==> src/rtl/uart_rx_ctrl.sv <==
// UART receive controller: start detection, oversampling edge counter, sampler
// enable, LSB-first deserialization, optional parity check and stop-bit check.
// The voted bit from the external sampler is consumed on the last edge of each bit.
module uart_rx_ctrl #(
  parameter int unsigned DATA_WIDTH = 8
) (
  input  logic                  clk,
  input  logic                  rst,
  input  logic                  RX_IN,
  input  logic [5:0]            Prescale,
  input  logic                  PAR_EN,
  input  logic                  PAR_TYP,
  input  logic                  sampled_bit,
  output logic                  data_samp_en,
  output logic [4:0]            edge_cnt,
  output logic [DATA_WIDTH-1:0] P_DATA,
  output logic                  data_valid,
  output logic                  par_err,
  output logic                  stp_err
);

  localparam int unsigned BitCntW = (DATA_WIDTH > 1) ? $clog2(DATA_WIDTH) : 1;

  typedef enum logic [2:0] {
    StIdle,
    StStart,
    StData,
    StParity,
    StStop
  } state_e;

  state_e state_q, state_d;

  logic [4:0]            edge_cnt_q, edge_cnt_d;
  logic [BitCntW-1:0]    bit_cnt_q, bit_cnt_d;
  logic [DATA_WIDTH-1:0] shreg_q, shreg_d;
  logic [DATA_WIDTH-1:0] p_data_q, p_data_d;
  logic                  data_valid_q, data_valid_d;
  logic                  par_err_q, par_err_d;
  logic                  stp_err_q, stp_err_d;
  logic                  par_en_q, par_en_d;
  logic                  par_typ_q, par_typ_d;
  logic                  par_bad_q, par_bad_d;

  logic       prescale_ok;
  logic [4:0] last_edge;
  logic       bit_end;
  logic       last_bit;
  logic       start_det;

  // Only power-of-two ratios 4..32 are supported; anything else parks the block in idle.
  assign prescale_ok = (Prescale == 6'd4) || (Prescale == 6'd8) ||
                       (Prescale == 6'd16) || (Prescale == 6'd32);
  assign last_edge   = 5'(Prescale - 6'd1);
  assign bit_end     = (edge_cnt_q == last_edge);
  assign last_bit    = (bit_cnt_q == BitCntW'(DATA_WIDTH - 1));
  assign start_det   = (state_q == StIdle) && prescale_ok && !RX_IN;

  // State register.
  always_ff @(posedge clk or negedge rst) begin
    if (!rst) begin
      state_q <= StIdle;
    end else begin
      state_q <= state_d;
    end
  end

  // Next-state logic: transitions happen only on bit-end cycles, except start detection.
  always_comb begin
    state_d = state_q;
    unique case (state_q)
      StIdle: begin
        if (start_det) state_d = StStart;
      end
      StStart: begin
        if (bit_end) state_d = sampled_bit ? StIdle : StData;
      end
      StData: begin
        if (bit_end && last_bit) state_d = par_en_q ? StParity : StStop;
      end
      StParity: begin
        if (bit_end) state_d = StStop;
      end
      StStop: begin
        if (bit_end) state_d = StIdle;
      end
      default: state_d = StIdle;
    endcase
  end

  // FSM outputs: the sampler runs during a frame and on the start-detect cycle.
  always_comb begin
    data_samp_en = (state_q != StIdle) || start_det;
  end

  // Datapath next-state: edge counter, shifter, parity tracking and result strobes.
  always_comb begin
    edge_cnt_d   = edge_cnt_q;
    bit_cnt_d    = bit_cnt_q;
    shreg_d      = shreg_q;
    p_data_d     = p_data_q;
    data_valid_d = 1'b0;
    par_err_d    = 1'b0;
    stp_err_d    = 1'b0;
    par_en_d     = par_en_q;
    par_typ_d    = par_typ_q;
    par_bad_d    = par_bad_q;

    if (state_q == StIdle) begin
      // The detect cycle itself is edge 0 of the start bit.
      edge_cnt_d = start_det ? 5'd1 : 5'd0;
      if (start_det) begin
        bit_cnt_d = '0;
        par_en_d  = PAR_EN;
        par_typ_d = PAR_TYP;
        par_bad_d = 1'b0;
      end
    end else begin
      edge_cnt_d = bit_end ? 5'd0 : edge_cnt_q + 5'd1;
    end

    if (bit_end) begin
      unique case (state_q)
        StStart: begin
          bit_cnt_d = '0;
        end
        StData: begin
          shreg_d   = {sampled_bit, shreg_q[DATA_WIDTH-1:1]};
          bit_cnt_d = bit_cnt_q + 1'b1;
        end
        StParity: begin
          par_bad_d = ((^shreg_q) ^ par_typ_q) != sampled_bit;
        end
        StStop: begin
          stp_err_d = !sampled_bit;
          par_err_d = par_bad_q;
          if (sampled_bit && !par_bad_q) begin
            data_valid_d = 1'b1;
            p_data_d     = shreg_q;
          end
        end
        default: ;
      endcase
    end
  end

  // Datapath registers.
  always_ff @(posedge clk or negedge rst) begin
    if (!rst) begin
      edge_cnt_q   <= '0;
      bit_cnt_q    <= '0;
      shreg_q      <= '0;
      p_data_q     <= '0;
      data_valid_q <= 1'b0;
      par_err_q    <= 1'b0;
      stp_err_q    <= 1'b0;
      par_en_q     <= 1'b0;
      par_typ_q    <= 1'b0;
      par_bad_q    <= 1'b0;
    end else begin
      edge_cnt_q   <= edge_cnt_d;
      bit_cnt_q    <= bit_cnt_d;
      shreg_q      <= shreg_d;
      p_data_q     <= p_data_d;
      data_valid_q <= data_valid_d;
      par_err_q    <= par_err_d;
      stp_err_q    <= stp_err_d;
      par_en_q     <= par_en_d;
      par_typ_q    <= par_typ_d;
      par_bad_q    <= par_bad_d;
    end
  end

  assign edge_cnt   = edge_cnt_q;
  assign P_DATA     = p_data_q;
  assign data_valid = data_valid_q;
  assign par_err    = par_err_q;
  assign stp_err    = stp_err_q;

endmodule

==> config.mk <==
export PLATFORM = sky130hd
export DESIGN_NAME = uart_rx_ctrl
export DESIGN_NICKNAME = d
export VERILOG_FILES = /design/src/rtl/uart_rx_ctrl.sv
export SDC_FILE = /design/constraint.sdc
export NUM_CORES = 1
export LEC_CHECK = 0
export CELL_PAD_IN_SITES_DETAIL_PLACEMENT = 0
export CELL_PAD_IN_SITES_GLOBAL_PLACEMENT = 1
export CORE_MARGIN = 5
export CORE_UTILIZATION = 35
export DETAILED_ROUTE_END_ITERATION = 10
export GPL_TIMING_DRIVEN = 0
export PLACE_DENSITY = 0.76
export SYNTH_ARGS = -nofsm -noshare
export SYNTH_HDL_FRONTEND = slang
export SYNTH_SLANG_ARGS = --single-unit
==> constraint.sdc <==
create_clock -name clk -period 2.3 [get_ports clk]
set_clock_uncertainty 0.1 [all_clocks]
set_input_delay 0.69 -clock clk [delete_from_list [all_inputs] [get_ports clk]]
set_output_delay 0.69 -clock clk [all_outputs]
set_load 0.02 [all_outputs]
==> results of run 1 <==
==> power by group <==
| part | total, mW | switching [mW] | internal (mW) |
|---|---|---|---|
| registers | 0.750 | 0.0914 | 0.659 |
| logic | 0.589 | 0.297 | 0.293 |
| clock network | 0.408 | 0.193 | 0.215 |
==> logic make-up after synthesis <==
| kind of cell | after synthesis |
|---|---|
| multiplexers | 20 |
| AND/OR/NAND/NOR | 27 |
| adder cells (fa/ha/maj) | 5 |
| XOR/XNOR | 20 |
| flip-flops | 33 |
| buffers and inverters | 12 |
| AO/OA/AOI/OAI | 18 |
==> final cells by class <==
| type | count | area, um^2 | area share [%] |
|---|---|---|---|
| clock buffers | 8 | 80.1 | 3.54 |
| multi-input cells | 90 | 903 | 39.9 |
| well taps | 54 | 67.6 | 2.99 |
| repair buffers | 32 | 314 | 13.9 |
| inverters | 7 | 31.3 | 1.38 |
| flip-flops and latches | 33 | 826 | 36.5 |
| plain buffers | 4 | 41.3 | 1.82 |
==> flip-flops by register name, summed over array words and instances (netlist names) <==
name        count
P_DATA          8
bit_cnt_q       3
data_valid      1
edge_cnt        5
par_bad_q       1
par_en_q        1
par_err         1
par_typ_q       1
shreg_q         8
state_q         3
stp_err         1
==> metrics by stage <==
| step | worst slack [ns] | util [%] | hold WS, ns | std cells |
|---|---|---|---|---|
| after floorplan | -0.0579 | - | 0.294 | 135 |
| after detailed placement | -0.893 | 43.7 | 0.384 | 216 |
| after CTS | -0.0452 | 46.4 | 0.384 | 225 |
| after global routing | -0.0874 | 48.9 | 0.426 | 228 |
| final | -0.00483 | 48.9 | 0.363 | 228 |
| after global placement | -0.866 | 43.8 | 0.379 | 216 |
==> layout by cell type, fill, tap and decap left out, types with 2 or more instances in the layout <==
cell	n
dfrtp_1	33
clkdlybuf4s50_1	19
mux2_4	14
xnor2_1	13
xor2_1	6
buf_6	6
nor2_1	5
clkbuf_8	5
clkbuf_1	4
nand2_1	4
ha_1	4
buf_4	4
buf_8	3
nor3_1	3
inv_1	3
mux2_1	3
nand2b_1	2
o311ai_4	2
o31ai_1	2
nand3_1	2
o21ai_1	2
inv_4	2
a22o_1	2
nor3b_1	2
inv_2	2
a21oi_1	2
mux2_2	2
buf_2	2
==> final timing paths <==
check / slack (ns) / cells after the start / endpoint / from
max: -0.005 / 8 / shreg_q[4] / Prescale[1]
max in group asynchronous: 1.26 / 1 / data_valid / rst
min reg2reg: 0.41 / 1 / bit_cnt_q[1] / bit_cnt_q[1]
min: 0.36 / 1 / state_q[1] / rst
max reg2reg: 0.18 / 5 / bit_cnt_q[0] / state_q[0]
min in group clk: 0.41 / 1 / bit_cnt_q[1] / bit_cnt_q[1]
==> metal layers <==
layer	up-vias	GRT usage, %
met3	7	5.62
li1	551	-
met5	-	0
met4	0	6.12
met1	569	14.4
met2	31	19.5
==> timing repair <==
action | in CTS | in global routing
hold buffers | 0 | 0
cloned | 0 | 1
buffers inserted | 1 | 3
setup endpoints to repair | 34 | 22
endpoints found under the hold margin | 0 | 0
pin swaps | 8 | 12
resized for setup | 43 | 20
==> critical path: stages <==
cell and delay (ns):
buf_6 0.10, inv_4 0.05, ha_4 0.15, nand4bb_1 0.13
a211oi_2 0.31, o311ai_4 0.19, or3_4 0.43, mux2_4 0.31
==> summary.txt, run 1 <==
Clocking
  – Total CTS buffers: 5
  – CTS Root Cell: clkbuf_8
  – H-tree lvl count: 2
  – Clock Latency Late Sink: roughly 0.28 ns
  – CTS sink count: 33
  – CTS max path bufs: 2
  – Clock transition at path regs: around 0.07 ns
  – CTS tree: yes

Power
  – Power Total: approximately 1.7 mW
  – P per Cell Area: 772 mW/mm^2
  – Peak supply drop: ~0.46 mV
  – P_leak: 1.04 nW

Route
  – Routed wl met3: ~240 um
  – Pre-antenna DRT Iters: 2
  – Vias: 1158
  – Met2 Routed Length: between 1.5 and 2 mm
  – Final ANT Viol Nets: 0
  – Vias per inst: approximately 5.1
  – # DRC: 0
  – Routed wire per std cell: 15.8 um
  – Top layer in use: met4
  – Met1 wire length: between 1.5 and 2 mm
  – DRT Wirelength: about 3.6 mm
  – DRT iter0 DRCs: a little over 60

Placed design
  – Placer congestion estimate: ~0.73
  – Post-DP HPWL: 2.43 mm
  – # port buffers: 27
  – Placed Area: ~0.0020 mm^2

Global routing
  – First-pass GRT wire length: around 6 mm
  – Largest net degree at the start of global routing: 34
  – Total global-route track usage: between 10 and 15%
  – Initial antenna violation count: 0
  – Number of global-route vias before repair: ~1.2k
  – GRT Residual Overflow: 0

Logic synthesis
  – Most common cell in the netlist: dfrtp_1
  – FFs w/ async S/R, synth: 100%
  – Multiplexer share of the synthesized area: 14.7%
  – Most common flop cell mapped by yosys: dfrtp_1
  – Syn avg cell area: approximately 12 um^2
  – Largest family of logic cells by synthesized area: multiplexers
  – Post-synth top cells: 33 x dfrtp_1, 14 x xnor2_1, 11 x mux2_1, 6 x xor2_1
  – Sequential element share of the synthesized area: roughly half
  – Post-Synth Simple-Gate Area: 9.73%
  – Main area contributors after synthesis: dfrtp_1 50%, mux2_1 7.5%, xnor2_1 7.4%
  – Syn nets: 152
  – Xor/xnor share of the synthesized area: around a tenth
  – Mapped cell area: roughly 0.0016 mm^2
  – Cells after Synth: between 100 and 150
  – Area leader, netlist: dfrtp_1
  – Post-synth top area share: 50.2%
  – Synth unique cells: 37
  – Yosys warnings: 0
  – Synthesized-area fraction occupied by adder cells: ~3.8%
  – Synth Area in Compound Gates: just under 8%
  – Post-synth EDFFs: 0
  – #FFs+latches synth: 33

Timing
  – Final setup vio count: 6
  – Slew HR: approximately 50%
  – Pins Over Slew Limit: 0
  – Worst Tran Pin Value: around 0.76 ns
  – Final min period: around 2.3 ns
  – Hold Fails Final Rpt: 0
  – Slack of the critical path: -0.00483 ns
  – Tcrit/Tclk final: 100%
  – Unrepaired setup endpoints after global routing: true
  – Setup TNS: -0.0180 ns
  – Achievable frequency: ~430 MHz

Finish
  – Area growth syn-to-layout: 37.5%
  – Ant diodes: 0
  – Final instance area: roughly 0.0023 mm^2
  – Fraction of layout cells with a size suffix above 1: between 20% and 30%
  – FILL cells: 430
  – Layout Nets: between 150 and 200

Worst setup path
  – Startpoint types: input pin
  – Critical path class: input pin to register
  – CP endpoint kind: register
  – Crit Path Max Fanout: 5
  – CP arrival: around 2.4 ns
  – CP Data Required Time: about 2.4 ns

Run status
  – Status: complete, but fails checks
  – Failing checks: setup timing

Worst hold path
  – Worst Hold Class: input pin to asynchronous set/reset pin

Flow run
  – Max-cap violations: 0

Die
  – Initial Utilization: between 30% and 40%
  – Core box area: ~0.0046 mm^2
  – Die Wd: between 70 and 80 um
  – Die area: 0.00618 mm^2
  – Rows: 25
  – I/O pins: 29
  – Die span in y: 78.6 um
Power figures use the tool's default switching activity.
==> run 2: changes to the inputs <==
Settings changed: RECOVER_POWER set to 25, SKIP_LAST_GASP set to 1.
==> run 2 against run 1 <==
  * The flow still finishes with violations (setup timing)
  * Power increased by 0.22%
  * Sequential cell count unchanged
  * Highest routed layer unchanged
  * Sequential power hardly changed
  * Via count increased by 0.69%
  * Critical path type is now input pin to output pin
  * First-iteration DRC count is 1.6% higher
  * Register-to-register slack about the same
==> summary.txt, run 2 (synthesis gave the netlist of run 1 again) <==
Route
  – # DRC: 0 (unchanged)
  – Routed wire per std cell: 15.7 um (-0.82%)
  – DRT iter0 DRCs: 63 (+1.6%)
  – Final ANT Viol Nets: 0 (unchanged)
  – DRT Wirelength: 3.59 mm (-0.39%)
  – Vias per inst: 5.09 (+0.25%)
  – Vias: 1166 (+0.69%)
  – Pre-antenna DRT Iters: 4 (+2)

Clocking
  – CTS Root Cell: clkbuf_8
  – Clock Latency Late Sink: 0.28 ns (about the same)
  – CTS sink count: 33 (unchanged)
  – CTS tree: yes
  – Total CTS buffers: 5 (unchanged)
  – Clock transition at path regs: 0.07 ns (about the same)
  – H-tree lvl count: 2 (unchanged)
  – CTS max path bufs: 2 (unchanged)

Timing
  – Slack of the critical path: -0.0237 ns (-0.0189 ns)
  – Final min period: 2.32 ns (+0.0189 ns)
  – Tcrit/Tclk final: 101% (+0.82 points)
  – Worst Tran Pin Value: 0.816 ns (+0.0614 ns)
  – Slew HR: 45.6% (-4.0 points)
  – Pins Over Slew Limit: 0 (unchanged)
  – Hold_ws: 0.385 ns (+0.0214 ns)
  – Hold Fails Final Rpt: 0 (unchanged)
  – Unrepaired setup endpoints after global routing: true
  – Achievable frequency: 430 MHz (-0.81%)
  – Final setup vio count: 1 (-5)

Finish
  – Multi-input gate area: 903 um^2 (unchanged)
  – Final core utilization: 49.1% (+0.19 points)
  – Register area: 826 um^2 (unchanged)
  – Most frequent cells in the layout: 33 x dfrtp_1, 20 x clkdlybuf4s50_1, 14 x mux2_4
  – FILL cells: 429 (-0.23%)
  – Commonest non-fill, non-tap cell in the layout: dfrtp_1
  – Fraction of layout cells with a size suffix above 1: 29.7% (+0.40 points)
  – Area growth syn-to-layout: 38.0%
  – Layout Nets: 191 (+0.53%)
  – Non-filler instance count after layout: 229 (+0.44%)
  – Ant diodes: 0 (unchanged)

Worst setup path
  – CP endpoint kind: output pin
  – Crit path buffers/inverters: 2 (unchanged)
  – Startpoint types: input pin
  – Critical path class: input pin to output pin
  – CP arrival: 1.53 ns (-0.84 ns)
  – Worst-path cell chain: clkdlybuf4s50_1 > nor2b_2 > o211ai_1 > nand2_1 > buf_6
  – Max stage delay on crit path: 0.42 ns (about the same)
  – CP Data Required Time: 1.51 ns (-0.85 ns)
  – Crit path max-delay family: buffers and inverters
  – R2R setup slack: 0.19 ns (about the same)
  – Crit Path Max Fanout: 2 (-3)
  – CP max-delay cell: clkdlybuf4s50_1

Die
  – Rows: 25 (unchanged)
  – Initial Utilization: 35.6% (unchanged)
  – Core box area: 0.00463 mm^2 (unchanged)
  – Die area: 0.00618 mm^2 (unchanged)
  – Die span in y: 78.6 um (unchanged)
  – Die Wd: 78.6 um (unchanged)
  – I/O pins: 29 (unchanged)

Global routing
  – First-pass GRT wire length: 6.01 mm (unchanged)
  – Number of global-route vias before repair: 1247 (+0.16%)
  – GRT Residual Overflow: 0 (unchanged)
  – Total global-route track usage: 12.5% (unchanged)
  – Initial antenna violation count: 0 (unchanged)
  – Largest net degree at the start of global routing: 34 (unchanged)

Power
  – P per Cell Area: 771 mW/mm^2 (-0.16%)
  – Peak supply drop: 0.459 mV (+0.76%)
  – P_leak: 1.04 nW (+0.40%)

Placed design
  – Placer congestion estimate: 0.734 (unchanged)
  – # port buffers: 27 (unchanged)
  – Number of cells after detailed placement: 216 (unchanged)
  – Post-DP HPWL: 2.43 mm (unchanged)

Run status
  – Status: complete, but fails checks
  – Failing checks: setup timing

Flow run
  – Max-cap violations: 0 (unchanged)

Worst hold path
  – Worst Hold Class: input pin to asynchronous set/reset pin
==> run 2: final cells by class <==
| type | count | share of cell area [%] |
|---|---|---|
| Inverter | 7 | 1.38 |
| Sequential cell | 33 | 36.3 |
| Clock buffer | 8 | 3.52 |
| Timing Repair Buffer | 33 | 14.2 |
| Buffer | 4 | 1.82 |
| Tap cell | 54 | 2.97 |
| Multi-Input combinational cell | 90 | 39.8 |
==> run 2: worst paths after layout <==
check / endpoint / startpoint / cells after the start
worst max-delay path: data_samp_en / RX_IN / 5
worst min-delay path: state_q[2] / rst / 1
worst max register to register: P_DATA[2] / edge_cnt[2] / 6
worst min register to register: P_DATA[5] / P_DATA[5] / 1
max in group asynchronous: data_valid / rst / 1
min in group clk: P_DATA[5] / P_DATA[5] / 1
==> run 2: where the power goes <==
| part | internal (mW) | switching, mW |
|---|---|---|
| clock | 0.215 | 0.195 |
| sequential | 0.658 | 0.0922 |
| combinational | 0.294 | 0.297 |
==> run 2: stage by stage <==
| step | worst slack, ns | power [mW] | area (um^2) | TNS [ns] |
|---|---|---|---|---|
| 2_1_floorplan | -0.0579 | 1.10 | 1690 | -0.363 |
| 3_3_place_gp | -0.866 | 1.25 | 2030 | -26.65 |
| 3_5_place_dp | -0.893 | 1.27 | 2020 | -22.45 |
| 4_1_cts | -0.0452 | 1.72 | 2150 | -0.247 |
| 5_1_grt | -0.0874 | 1.86 | 2270 | -1.21 |
| 6_report | -0.0237 | 1.75 | 2270 | -0.0237 |
==> run 2: layer usage <==
metal  vias up  GRT usage, %  part of all wire [%]
li1        550             -                     -
met1       574          14.4                    44
met2        34          19.5                    47
met3         8          5.62                   7.1
met4         0          6.12                   2.1
met5         -             0                     0
==> run 2: timing repair <==
action / in CTS / in global routing
pin swaps: 8 / 12
gates cloned: 0 / 1
setup buffers: 1 / 4
hold buffers: 0 / 0
gates resized for setup: 41 / 21
endpoints found under the setup margin: 34 / 22
